## src/rtl/mem_fill_arbiter.sv

```systemverilog
// Shared main-memory sequencer: write-through stores, then D-line fills, then I-line fills.
// A fill issues BLOCK_WORDS pipelined reads and counts returns; memory latency is not assumed.
module mem_fill_arbiter #(
  parameter int ADDR_W      = 16,
  parameter int DATA_W      = 16,
  parameter int BLOCK_WORDS = 8,
  parameter int WIDX_W      = 3
) (
  input  logic              clk,
  input  logic              rst_n,
  input  logic              i_miss,
  input  logic [ADDR_W-1:0] i_miss_addr,
  input  logic              d_miss,
  input  logic [ADDR_W-1:0] d_miss_addr,
  input  logic              d_wr,
  input  logic [ADDR_W-1:0] d_wr_addr,
  input  logic [DATA_W-1:0] d_wr_data,
  input  logic [DATA_W-1:0] mem_rdata,
  input  logic              mem_rvalid,
  output logic              mem_en,
  output logic              mem_wr,
  output logic [ADDR_W-1:0] mem_addr,
  output logic [DATA_W-1:0] mem_wdata,
  output logic              fill_we,
  output logic              fill_sel_d,
  output logic [WIDX_W-1:0] fill_widx,
  output logic [DATA_W-1:0] fill_data,
  output logic              i_fill_done,
  output logic              d_fill_done,
  output logic              d_wr_ack,
  output logic              busy
);

  // line base = byte address minus word index and byte-in-word bit
  localparam int BASE_W = ADDR_W - WIDX_W - 1;

  localparam logic [1:0] S_IDLE  = 2'd0;
  localparam logic [1:0] S_WRITE = 2'd1;
  localparam logic [1:0] S_FILL  = 2'd2;
  localparam logic [1:0] S_DONE  = 2'd3;

  logic [1:0]        state_q, state_d;
  logic [BASE_W-1:0] base_q,  base_d;
  logic              sel_d_q, sel_d_d;
  logic [ADDR_W-1:0] waddr_q, waddr_d;
  logic [DATA_W-1:0] wdata_q, wdata_d;
  // iss_q MSB set means all reads of the line have been issued
  logic [WIDX_W:0]   iss_q,   iss_d;
  logic [WIDX_W-1:0] rcv_q,   rcv_d;

  logic issuing;
  assign issuing = (state_q == S_FILL) && !iss_q[WIDX_W];

  // next-state: arbitration in IDLE, issue/return counting in FILL
  always_comb begin
    state_d = state_q;
    base_d  = base_q;
    sel_d_d = sel_d_q;
    waddr_d = waddr_q;
    wdata_d = wdata_q;
    iss_d   = iss_q;
    rcv_d   = rcv_q;
    case (state_q)
      S_IDLE: begin
        if (d_wr) begin
          state_d = S_WRITE;
          waddr_d = d_wr_addr;
          wdata_d = d_wr_data;
        end else if (d_miss) begin
          state_d = S_FILL;
          base_d  = d_miss_addr[ADDR_W-1:WIDX_W+1];
          sel_d_d = 1'b1;
        end else if (i_miss) begin
          state_d = S_FILL;
          base_d  = i_miss_addr[ADDR_W-1:WIDX_W+1];
          sel_d_d = 1'b0;
        end
      end
      S_WRITE: state_d = S_IDLE;
      S_FILL: begin
        if (issuing) iss_d = iss_q + 1'b1;
        if (mem_rvalid) begin
          rcv_d = rcv_q + 1'b1;
          if (&rcv_q) state_d = S_DONE;
        end
      end
      default: begin
        state_d = S_IDLE;
        iss_d   = '0;
        rcv_d   = '0;
      end
    endcase
  end

  // state and latched request registers
  always_ff @(posedge clk or negedge rst_n) begin
    if (!rst_n) begin
      state_q <= S_IDLE;
      base_q  <= '0;
      sel_d_q <= 1'b0;
      waddr_q <= '0;
      wdata_q <= '0;
      iss_q   <= '0;
      rcv_q   <= '0;
    end else begin
      state_q <= state_d;
      base_q  <= base_d;
      sel_d_q <= sel_d_d;
      waddr_q <= waddr_d;
      wdata_q <= wdata_d;
      iss_q   <= iss_d;
      rcv_q   <= rcv_d;
    end
  end

  // outputs decode from registered state so reset forces them low immediately
  assign mem_en      = (state_q == S_WRITE) || issuing;
  assign mem_wr      = (state_q == S_WRITE);
  assign mem_addr    = (state_q == S_WRITE) ? waddr_q :
                       issuing ? {base_q, iss_q[WIDX_W-1:0], 1'b0} : '0;
  assign mem_wdata   = (state_q == S_WRITE) ? wdata_q : '0;
  assign fill_we     = (state_q == S_FILL) && mem_rvalid;
  assign fill_sel_d  = sel_d_q;
  assign fill_widx   = rcv_q;
  assign fill_data   = fill_we ? mem_rdata : '0;
  assign i_fill_done = (state_q == S_DONE) && !sel_d_q;
  assign d_fill_done = (state_q == S_DONE) &&  sel_d_q;
  assign d_wr_ack    = (state_q == S_WRITE);
  assign busy        = (state_q != S_IDLE);

endmodule

```

## config.mk

```make
export PLATFORM = sky130hd
export DESIGN_NAME = mem_fill_arbiter
export DESIGN_NICKNAME = d
export VERILOG_FILES = /design/src/rtl/mem_fill_arbiter.sv
export SDC_FILE = /design/constraint.sdc
export NUM_CORES = 1
export LEC_CHECK = 0
export CAP_MARGIN = 30
export CORE_MARGIN = 2
export CORE_UTILIZATION = 36
export DETAILED_ROUTE_END_ITERATION = 10
export GPL_TIMING_DRIVEN = 0
export PLACE_DENSITY = 0.81
export SLEW_MARGIN = 20
export SYNTH_ARGS = -nofsm -noshare
export SYNTH_HDL_FRONTEND = slang
export SYNTH_SLANG_ARGS = --single-unit
```

## constraint.sdc

```tcl
create_clock -name clk -period 1.9 [get_ports clk]
set_clock_uncertainty 0.1 [all_clocks]
set_input_delay 0.57 -clock clk [delete_from_list [all_inputs] [get_ports clk]]
set_output_delay 0.57 -clock clk [all_outputs]
set_load 0.03 [all_outputs]
```

==> flow_metrics.tcl, run 1 <==
set metrics [dict create \
    outcome "complete, but fails checks" \
    violations "setup timing" \
    drt-pass1-iter-count 4 \
    reg2reg_depth 7 \
    r2r_start "state_q[1]$_DFFE_PN0P_" \
    synth_most_common_cell "mux2_2" \
    synth.top_cell.area_share 0.494 \
    grt_max_degree 55 \
    setup_tns_ns -22.64 \
    drive_above_1_share 0.584 \
    place_inst 458 \
    ys_ff_latch 54 \
    final_cells 508 \
    synth.top_cells.by_count "mux2_2 (55), dfrtp_1 (54), and2_1 (33), a22o_1 (16), inv_1 (7)" \
    die_w_um 91.2 \
    worstSetupPathType "flop to output pin" \
    worst_setup_path_start_kind "flop" \
    maxSlewHeadroom 0.541 \
    cp.required_ns 1.23 \
    cp-startpoint "state_q[1]$_DFFE_PN0P_" \
    r2r_setup_slack_ns -0.11 \
    power_density_mw_per_mm2 1470 \
    async_flop_share 1.00 \
    syn-num-nets 312 \
    slew_violations 0 \
    cts_buffers 5 \
    critPathCapture "mem_addr[15]" \
    overflow 0 \
    ys.flop_type "dfrtp_1" \
    leakage_nw 2.37 \
    regArea_mm2 0.00135 \
    setup_viol 99 \
    top_level_ports 145 \
    irDropWorstVdd_uv 940 \
    syn_inst 223 \
    route.detailed.drc 0 \
    worstSetupEndpointType "output pin" \
    die_height_um 91.2 \
    maxCapViolations 0 \
    synth.avg_cell_area_um2 12.3 \
    cts_hold_buffers 0 \
    clock_sinks 54 \
    n_antenna_cell 0 \
    cts_root_buf "clkbuf_8" \
    grt_setup_unrepaired "true" \
    min_period_ns 2.30 \
    area_delta_synth_final_pct 91.8 \
    port_buffers 136 \
    synth_cell_types 30 \
    grt_pass1_vias 2552 \
    multiInputGateArea_mm2 0.00151 \
    htree_num_levels 2 \
    ys_seq_area_frac 0.494 \
    clockBufferDepth 2 \
    cts.reportedPaths.clkPinSlew_ns 0.09 \
    track_usage 0.194 \
    finalHoldViolations 0 \
    yosys_warnings 0 \
    drt_iter0_drc 59 \
    synth_edf_count 0 \
    synth_area_leaders "dfrtp_1 (49%), mux2_2 (23%), and2_1 (7.5%)" \
    place.gp.congestion 0.701 \
    core_area_mm2 0.00729 \
    crit-reg2reg-capture "base_q[1]$_DFFE_PN0P_" \
    fmax_mhz 434 \
    drtAntennaViolNets 0 \
    cp.arrival_ns 1.63 \
    wl_per_cell_um 16.8 \
    n_fill_cell 496 \
    dp_hpwl_um 5330 \
    fin_crit_sh 1.21 \
    hold_path.class "primary input to async pin" \
    fin_ws_ns -0.403 \
    path_cells "buf_6, nor2b_4, clkbuf_4, buf_4, a22o_1, buf_6" \
    synth_top_cell_by_area "dfrtp_1" \
    slowest_delay_ns 0.43 \
    cp_max_fo 4 \
    start_util 0.375 \
    grt_pass1_wl_um 12900 \
    cts_tree "built" \
    final_core_util 0.719 \
    antenna_found_initial 0 \
    viasPerCell 4.79 \
    syn_area_mm2 0.00274 \
    layout.nets 497 \
    slowest_stage "dfrtp_1" \
    finalWirelength_um 8540 \
    die-area_mm2 0.00831 \
    vias 2433 \
    cpMostUsedCell "buf_6" \
    clock_latency_ns 0.31 \
    rows 31 \
    tightest_slew_ns 0.688 \
]
-- power by group --
group          internal (mW)  switching (mW)  total, mW
logic                   2.77            2.10       4.87
clock network          0.301           0.385      0.686
registers               1.73           0.419       2.15
total                   4.81            2.90       7.71
-- cells by family after synthesis --
group,share of synthesized area
buffers and inverters,0.0430
flip-flops,0.494
AND/OR/NAND/NOR,0.125
adder cells (fa/ha/maj),0.0137
multiplexers,0.238
AO/OA/AOI/OAI,0.0855
-- routing by layer --
layer	global-route usage	routed length, um
met1	0.238	3490
met5	0	0
met2	0.344	4520
met4	0.0530	123
met3	0.0432	410
-- worst max-delay path, delay by kind of cell, from the launching register on --
| family | cells | cell delay, ns |
|---|---|---|
| buffers and inverters | 4 | 0.60 |
| AND/OR/NAND/NOR | 1 | 0.15 |
| AO/OA/AOI/OAI | 1 | 0.14 |
| flip-flops | 1 | 0.43 |
-- sequential cells by signal, indices dropped and copies added, names as in the netlist --
register / cells
fill_sel_d: 1
waddr_q: 16
wdata_q: 16
state_q: 2
iss_q: 4
base_q: 12
fill_widx: 3
-- cells in the final DEF (no fill, tap or decap), types with 3 or more instances in the layout --
master	n
inv_1	7
dfrtp_1	53
nor2_4	3
buf_4	21
mux2_2	53
buf_8	5
mux2_4	4
ha_1	3
clkdlybuf4s50_1	73
buf_6	75
a21oi_1	3
and2_4	32
a22o_1	4
dlygate4sd2_1	6
a22o_4	10
nand3_1	3
clkbuf_16	5
clkbuf_8	7
buf_12	4
o22ai_1	6
nor2b_4	3
-- worst min path at each step --
stage,from,endpoint,slack [ns],depth (start not counted)
global placement,wdata_q[7]$_DFFE_PN0P_,wdata_q[7]$_DFFE_PN0P_,0.36,1
CTS,rst_n,waddr_q[3]$_DFFE_PN0P_,0.22,1
floorplan,rst_n,base_q[0]$_DFFE_PN0P_,0.17,0
finish,rst_n,waddr_q[2]$_DFFE_PN0P_,0.19,1
global route,rst_n,waddr_q[3]$_DFFE_PN0P_,0.25,1
detailed placement,wdata_q[7]$_DFFE_PN0P_,wdata_q[7]$_DFFE_PN0P_,0.37,1
-- timing repair --
action / in CTS / in global routing
cloned: 3 / 7
gates resized for setup: 449 / 55
endpoints found under the setup margin: 99 / 99
setup buffers: 17 / 19
pin swaps: 4 / 30
-- cell type report --
class,count,area share
Buffer,14,0.0382
Clock buffer,6,0.0157
Clock inverter,2,0.00310
Tap cell,99,0.0236
Multi-Input combinational cell,146,0.288
Timing Repair Buffer,180,0.368
Inverter,7,0.00501
Sequential cell,54,0.258
-- stage by stage --
step | instance area (um2) | hold slack (ns) | setup WS, ns | power [mW]
final | 5250 | 0.187 | -0.403 | 7.71
after global routing | 5250 | 0.245 | -0.459 | 8.11
after CTS | 4830 | 0.218 | -0.414 | 7.05
after detailed placement | 4300 | 0.368 | -1.30 | 5.57
after global placement | 4300 | 0.361 | -1.55 | 5.45
after floorplan | 2820 | 0.174 | -0.0154 | 4.29
(Power assumes the default switching activity.)
==> run 2, diff against run 1 <==
- RECOVER_POWER: unset -> 100
==> run 2 against run 1 <==
Compared with the run above:
- the run still ends with setup timing left
- critical path depth is the same
- die area is the same
- hold slack gained 0.23 ns
- register-to-register slack is essentially flat
- worst setup slack is the same
- highest routed layer unchanged
- clock power is essentially flat
- core utilization is essentially flat
- via count is the same
==> flow_metrics.tcl, run 2 (synthesis results as in run 1) <==
set metrics [dict create \
    overflow 0 \
    dp_hpwl_um 5330 \
    die-area_mm2 0.00831 \
    clockBufferDepth 2 \
    finalWirelength_um 8530 \
    htree_num_levels 2 \
    grt_max_degree 55 \
    cts_root_buf "clkbuf_8" \
    leakage_nw 2.37 \
    path_cells "buf_6, nor2b_4, clkbuf_4, buf_4, a22o_1, buf_6" \
    fin_crit_sh 1.21 \
    antenna_found_initial 0 \
    hp-start "base_q[3]$_DFFE_PN0P_" \
    wl_per_cell_um 16.8 \
    whs_ns 0.414 \
    final_common_cell "buf_6" \
    route.detailed.drc 0 \
    power_density_mw_per_mm2 1470 \
    final_core_util 0.719 \
    rows 31 \
    grt_pass1_vias 2552 \
    maxSlewHeadroom 0.103 \
    cpMostUsedCell "buf_6" \
    top_level_ports 145 \
    clock_sinks 54 \
    place.gp.congestion 0.701 \
    cp-startpoint "state_q[1]$_DFFE_PN0P_" \
    track_usage 0.194 \
    core_area_mm2 0.00729 \
    crit_family "buffers and inverters" \
    clock_latency_ns 0.31 \
    n_antenna_cell 0 \
    die_height_um 91.2 \
    worstSetupEndpointType "output pin" \
    fmax_mhz 434 \
    met2_wirelength_um 4520 \
    cts.reportedPaths.clkPinSlew_ns 0.09 \
    r2r_start "state_q[1]$_DFFE_PN0P_" \
    finalHoldViolations 0 \
    drt-pass1-iter-count 4 \
    dr.max_layer_used "met4" \
    maxCapViolations 0 \
    cts_tree "built" \
    slowest_delay_ns 0.43 \
    n_fill_cell 497 \
    port_buffers 136 \
    violations "setup timing" \
    met1_length_um 3480 \
    met3WireLength_um 409 \
    min_period_ns 2.30 \
    outcome "complete, but fails checks" \
    vias 2433 \
    path_buf_inv 4 \
    start_util 0.375 \
    cp_max_fo 4 \
    viasPerCell 4.79 \
    place_area_mm2 0.00430 \
    slew_violations 0 \
    drive_above_1_share 0.584 \
    cts_buffers 5 \
    worstSetupPathType "flop to output pin" \
    die_w_um 91.2 \
    grt_pass1_wl_um 12900 \
    setup_tns_ns -22.64 \
    cp.arrival_ns 1.63 \
    area_delta_synth_final_pct 91.7 \
    worst_setup_path_start_kind "flop" \
    fin_ws_ns -0.403 \
    final_cell_mix "buf_6 (75), clkdlybuf4s50_1 (73), mux2_2 (53), dfrtp_1 (53), and2_4 (32)" \
    layout.nets 497 \
    irDropWorstVdd_uv 940 \
    slowest_stage "dfrtp_1" \
    cts_hold_buffers 0 \
    fin_area_mm2 0.00524 \
    cp.required_ns 1.23 \
    tightest_slew_ns 1.35 \
    drt_iter0_drc 57 \
    setup_viol 99 \
    drtAntennaViolNets 0 \
    grt_setup_unrepaired "true" \
    reg.largest.list "waddr_q (16), wdata_q (16), base_q (12)" \
    hold_path.class "flop to flop" \
]
run 2: layout make-up:
class | count | area (um2) | share of cell area
Timing Repair Buffer | 180 | 1930 | 0.368
Clock inverter | 2 | 16.3 | 0.00310
Sequential cell | 54 | 1350 | 0.258
Tap cell | 99 | 124 | 0.0236
Buffer | 14 | 200 | 0.0382
Clock buffer | 6 | 82.6 | 0.0158
Inverter | 7 | 26.3 | 0.00501
Multi-Input combinational cell | 146 | 1510 | 0.289
run 2: path summary, 6_finish.rpt:
check / end / slack (ns) / cells after the start
worst min register to register: base_q[3]$_DFFE_PN0P_ / 0.41 / 1
worst max register to register: base_q[1]$_DFFE_PN0P_ / -0.11 / 7
min in group asynchronous: waddr_q[2]$_DFFE_PN0P_ / 0.45 / 1
max in group asynchronous: state_q[0]$_DFFE_PN0P_ / 0.37 / 1
worst min-delay path: base_q[3]$_DFFE_PN0P_ / 0.41 / 1
worst max-delay path: mem_addr[15] / -0.40 / 6
run 2: repair_timing:
item	4_1_cts	5_1_grt
cloned	3	7
setup endpoints to repair	99	99
gates resized for setup	449	55
pin swaps	4	30
buffers inserted	17	19
run 2: per-stage QoR:
stage | power (mW) | instances | setup WS [ns]
CTS | 7.05 | 486 | -0.414
global placement | 5.45 | 458 | -1.55
global route | 8.11 | 508 | -0.459
floorplan | 4.29 | 223 | -0.0154
detailed placement | 5.57 | 458 | -1.30
finish | 7.71 | 508 | -0.403
run 2: per-layer routing:
metal,up-vias,global-route usage
li1,1162,-
met1,1181,0.238
met2,78,0.344
met3,12,0.0432
met4,0,0.0530
met5,-,0
run 2: report_power, final:
part           total, mW  leakage, nW  switching (mW)  internal (mW)
Combinational       4.87         1.69            2.10           2.77
Clock              0.686       0.0478           0.385          0.301
Sequential          2.15        0.639           0.419           1.73
